[config.mk]
export PLATFORM = sky130hd
export DESIGN_NAME = alu_result_bcd
export DESIGN_NICKNAME = d
export VERILOG_FILES = /design/src/rtl/alu_pkg.sv /design/src/rtl/bcd_digit_adjust.sv /design/src/rtl/alu_result_bcd.sv
export SDC_FILE = /design/constraint.sdc
export NUM_CORES = 1
export LEC_CHECK = 0
export ABC_AREA = 0
export CAP_MARGIN = 20
export CORE_ASPECT_RATIO = 1.1
export CORE_MARGIN = 1
export CORE_UTILIZATION = 45
export CTS_CLUSTER_DIAMETER = 30
export DETAILED_ROUTE_END_ITERATION = 10
export GPL_ROUTABILITY_DRIVEN = 0
export PLACE_DENSITY = 0.7
export SYNTH_ARGS = -nofsm -noshare
export SYNTH_HDL_FRONTEND = slang
export SYNTH_SLANG_ARGS = --single-unit
[constraint.sdc]
create_clock -name clk -period 1.43 [get_ports clk]
set_input_delay 0.429 -clock clk [delete_from_list [all_inputs] [get_ports clk]]
set_output_delay 0.429 -clock clk [all_outputs]
set_load 0.02 [all_outputs]
[src/rtl/alu_pkg.sv]
// Shared ALU / display constants and the BCD converter state encoding.
package alu_pkg;

  localparam int ALU_WIDTH  = 8;
  localparam int BCD_DIGITS = 3;

  typedef enum logic [1:0] {
    ST_IDLE  = 2'd0,
    ST_SHIFT = 2'd1,
    ST_DONE  = 2'd2
  } bcd_state_e;

endpackage

[src/rtl/bcd_digit_adjust.sv]
// Double-dabble digit correction: add 3 to a BCD nibble holding 5..9 so the
// following left shift carries correctly into the next decimal digit.
module bcd_digit_adjust (
  input  logic [3:0] din,
  output logic [3:0] dout
);

  // 5..9 map to 8..12, never wrapping the nibble
  always_comb begin
    dout = din;
    if (din >= 4'd5) dout = din + 4'd3;
  end

endmodule

[src/rtl/alu_result_bcd.sv]
// Sequential binary-to-BCD converter for the ALU accumulator display.
// One shift-and-add-3 step per clock; bcd holds until the next conversion ends.
module alu_result_bcd
  import alu_pkg::*;
#(
  parameter int WIDTH  = ALU_WIDTH,
  parameter int DIGITS = BCD_DIGITS
) (
  input  logic                  clk,
  input  logic                  reset,
  input  logic                  start,
  input  logic [WIDTH-1:0]      bin,
  output logic                  busy,
  output logic                  done,
  output logic [4*DIGITS-1:0]   bcd
);

  localparam int SR_W  = 4*DIGITS + WIDTH;
  localparam int CNT_W = $clog2(WIDTH+1);

  bcd_state_e          state_q, state_d;
  logic [SR_W-1:0]     sr_q, sr_d;
  logic [CNT_W-1:0]    cnt_q, cnt_d;
  logic [4*DIGITS-1:0] bcd_q, bcd_d;
  logic                busy_q, busy_d;
  logic                done_q, done_d;

  logic [DIGITS-1:0][3:0] adj;
  logic [SR_W-1:0]        sr_adj;
  logic [SR_W-1:0]        sr_shift;
  logic                   last_shift;

  // every digit of the shift register is corrected in parallel
  for (genvar g = 0; g < DIGITS; g++) begin : g_adj
    bcd_digit_adjust u_adj (
      .din  (sr_q[WIDTH + 4*g +: 4]),
      .dout (adj[g])
    );
  end

  assign sr_adj     = {adj, sr_q[WIDTH-1:0]};
  assign sr_shift   = sr_adj << 1;
  assign last_shift = (cnt_q == CNT_W'(WIDTH-1));

  // next-state: load on start from IDLE/DONE, shift WIDTH times, publish on last
  always_comb begin
    state_d = state_q;
    sr_d    = sr_q;
    cnt_d   = cnt_q;
    bcd_d   = bcd_q;
    unique case (state_q)
      ST_IDLE, ST_DONE: begin
        if (start) begin
          sr_d    = {{(4*DIGITS){1'b0}}, bin};
          cnt_d   = '0;
          state_d = ST_SHIFT;
        end else begin
          state_d = ST_IDLE;
        end
      end
      ST_SHIFT: begin
        sr_d  = sr_shift;
        cnt_d = cnt_q + 1'b1;
        if (last_shift) begin
          bcd_d   = sr_shift[SR_W-1 -: 4*DIGITS];
          state_d = ST_DONE;
        end
      end
      default: state_d = ST_IDLE;
    endcase
    busy_d = (state_d == ST_SHIFT);
    done_d = (state_d == ST_DONE);
  end

  // state, datapath and registered handshake outputs
  always_ff @(posedge clk or posedge reset) begin
    if (reset) begin
      state_q <= ST_IDLE;
      sr_q    <= '0;
      cnt_q   <= '0;
      bcd_q   <= '0;
      busy_q  <= 1'b0;
      done_q  <= 1'b0;
    end else begin
      state_q <= state_d;
      sr_q    <= sr_d;
      cnt_q   <= cnt_d;
      bcd_q   <= bcd_d;
      busy_q  <= busy_d;
      done_q  <= done_d;
    end
  end

  assign busy = busy_q;
  assign done = done_q;
  assign bcd  = bcd_q;

endmodule
==> impl_metrics.json <==
{
  "io_buffers": 24,
  "crit_arrival_ns": 1.70,
  "cp-end-kind": "flop",
  "hold_buffers": 0,
  "clock-sinks": 40,
  "syn-cell-area_mm2": 0.00183,
  "post-synth-top-count-cell": "dfrtp_1",
  "cpMaxStageDelayCell": "dfrtp_1",
  "dp_hpwl_um": 2560,
  "finClkSkew_ns": 0.00619,
  "path_clk_slew_ns": 0.07,
  "rows": 23,
  "nets": 235,
  "area_growth_pct": 40.1,
  "min_period_ns": 1.47,
  "fmax_mhz": 679,
  "rsz0062_at_grt": "true",
  "drt-total-wl_um": 3740,
  "antenna_cells": 0,
  "reg2reg_slack_ns": -0.04,
  "slew_violations": 0,
  "cts_buffer_depth": 2,
  "avgSynthCellArea_um2": 10.9,
  "ys_types": 24,
  "synth_seq_cells": 40,
  "io_pins": 25,
  "synthCells": 168,
  "cpPeakStageDelay_ns": 0.44,
  "rr_worst_depth": 5,
  "root_buffer": "clkbuf_8",
  "ir_drop_mv": 1.11,
  "setup_ws_ns": -0.0436,
  "drc_errors": 0,
  "grt_antenna_before_repair": 0,
  "tritoncts": "built",
  "grt_pass1_wl_um": 6110,
  "synth_edf_count": 0,
  "cts_made_buffers": 5,
  "via_per_inst": 5.18,
  "first_iter_violations": 68,
  "drive_above_1_share_pct": 34.9,
  "worst_slew_pin_slew_ns": 0.277,
  "leakagePower_nw": 1.16,
  "core_mm2": 0.00377,
  "worstPathRequired_ns": 1.66,
  "min_period_over_period_pct": 103,
  "power.density_mw_per_mm2": 2440,
  "firstDrtPassIters": 4,
  "dieArea_mm2": 0.00433,
  "cp_num_buf_inv": 0,
  "path_max_fanout": 3,
  "yosysTopAreaCellShare_pct": 54.6,
  "cap_violations": 0,
  "async_flop_share_pct": 100,
  "vias": 1387,
  "netlist_top_cells_area": "dfrtp_1 (55%), nand2_1 (5.1%), ha_1 (4.8%)",
  "start_util_pct": 48.6,
  "ys_top_cells_by_count": "dfrtp_1 (40), nand2_1 (25), o21ai_0 (11)",
  "chipHeight_um": 68.9,
  "path_cells": "ha_4 -> nand2b_4 -> a21oi_4 -> mux2i_2 -> mux2_4",
  "clock_latency_ns": 0.29,
  "htreeDepth": 2,
  "status": "finished, violations left",
  "grt_max_degree": 41,
  "hp-class": "reg2reg",
  "cp.depth": 5,
  "hold_depth": 2,
  "setup_viol": 2,
  "wl_per_cell_um": 14.0,
  "hold_violations": 0,
  "r2r-start": "sr_q[8]",
  "ys.flop_type": "dfrtp_1",
  "ant_nets": 0,
  "yosysSeqAreaShare_pct": 54.6,
  "syn_nets": 186,
  "cp-start-kind": "flop",
  "die_width_um": 62.9,
  "grt_overflow": 0,
  "violations": "setup timing",
  "holdCritStartpoint": "sr_q[3]",
  "crit_type": "reg2reg",
  "yosysTopAreaCell": "dfrtp_1",
  "ys_warn_count": 0,
  "grt_pass1_vias": 1370,
  "timing.rr.end": "bcd[2]",
  "min_to": "sr_q[3]",
  "finalSetupTns_ns": -0.0488,
  "grtUsageTotal_pct": 19.1,
  "slew_headroom_pct": 81.5,
  "post-route-util_pct": 68.1,
  "path_delay_family": "multiplexers"
}
-- power breakdown --
| part | switching [W] | internal (W) |
|---|---|---|
| Combinational | 0.00166 | 0.00177 |
| Clock | 0.000381 | 0.000385 |
| Sequential | 0.000429 | 0.00165 |
-- routing by layer --
| layer | vias to the layer above | share of wire (%) | global-route usage, % |
|---|---|---|---|
| met5 | - | 0 | 0 |
| li1 | 680 | - | - |
| met3 | 5 | 2.8 | 4.93 |
| met4 | 0 | 1.7 | 8.72 |
| met1 | 684 | 41 | 19.9 |
| met2 | 18 | 54 | 36.7 |
-- registers in the layout, indices dropped and copies added (netlist names) --
name / cells
bcd: 12
busy: 1
cnt_q: 4
done: 1
sr_q: 20
state_q: 2
-- area by class of cell --
cell class / count / area (um^2)
Clock buffer: 6 / 82.6
Sequential cell: 40 / 1000
Tap cell: 50 / 62.6
Fill cell: 279 / 1200
Multi-Input combinational cell: 114 / 933
Clock inverter: 2 / 10.0
Inverter: 7 / 26.3
Timing Repair Buffer: 49 / 452
-- timing repair --
item                                    CTS  global route
setup buffers                             3             2
endpoints found under the setup margin   28            35
resized for setup                        47            28
pin swaps                                 5             4
-- worst max-delay path by stage --
stage / slack (ns) / to / from
6_report: -0.04 / bcd[2] / sr_q[8]
5_1_grt: -0.12 / bcd[2] / sr_q[9]
4_1_cts: -0.04 / bcd[8] / cnt_q[1]
3_5_place_dp: -0.32 / cnt_q[2] / start
3_3_place_gp: -0.23 / cnt_q[2] / start
2_1_floorplan: -0.008 / bcd[0] / state_q[1]
-- cells by family (layout without fill, tap and decap cells) --
family	after synthesis	after routing	synth area share, %
multiplexers	11	11	6.48
XOR/XNOR	3	3	1.43
flip-flops	40	40	54.6
AO/OA/AOI/OAI	40	40	14.5
AND/OR/NAND/NOR	53	53	14.3
buffers and inverters	14	64	3.89
adder cells (fa/ha/maj)	7	7	4.78
-- worst register-to-register path, cell delays in order, from the launching register on --
cell and delay, ns:
dfrtp_1 0.44, ha_4 0.18, nand2b_4 0.14, a21oi_4 0.18
mux2i_2 0.28, mux2_4 0.19
-- per-stage QoR --
stage          setup WS [ns]  power (W)  instances  hold WS (ns)  area, um^2
3_5_place_dp          -0.318    0.00500        255         0.464        2290
6_report             -0.0436    0.00627        268         0.481        2570
2_1_floorplan       -0.00801    0.00384        168         0.446        1840
5_1_grt               -0.118    0.00672        268         0.503        2570
3_3_place_gp          -0.229    0.00484        255         0.462        2290
4_1_cts              -0.0400    0.00618        266         0.482        2520
-- cells in the final DEF (no fill, tap or decap), types with 2 or more instances in the layout --
master,instances
inv_2,5
nand2b_4,3
nor3b_1,4
clkdlybuf4s15_1,9
clkdlybuf4s50_1,10
inv_1,2
a22oi_1,7
nand3_1,3
clkbuf_8,6
mux2i_2,3
clkinv_2,2
ha_4,4
nand2_1,24
xnor2_1,3
a21oi_4,3
a21oi_1,5
o21ai_1,4
o21ai_0,7
dfrtp_1,40
a21oi_2,5
a22o_1,9
buf_4,21
mux2_4,7
ha_2,3
nand2b_1,2
nor2_1,6
clkbuf_2,4
buf_12,3
nor3_1,4
No activity file was read; power rests on OpenSTA's default activity.
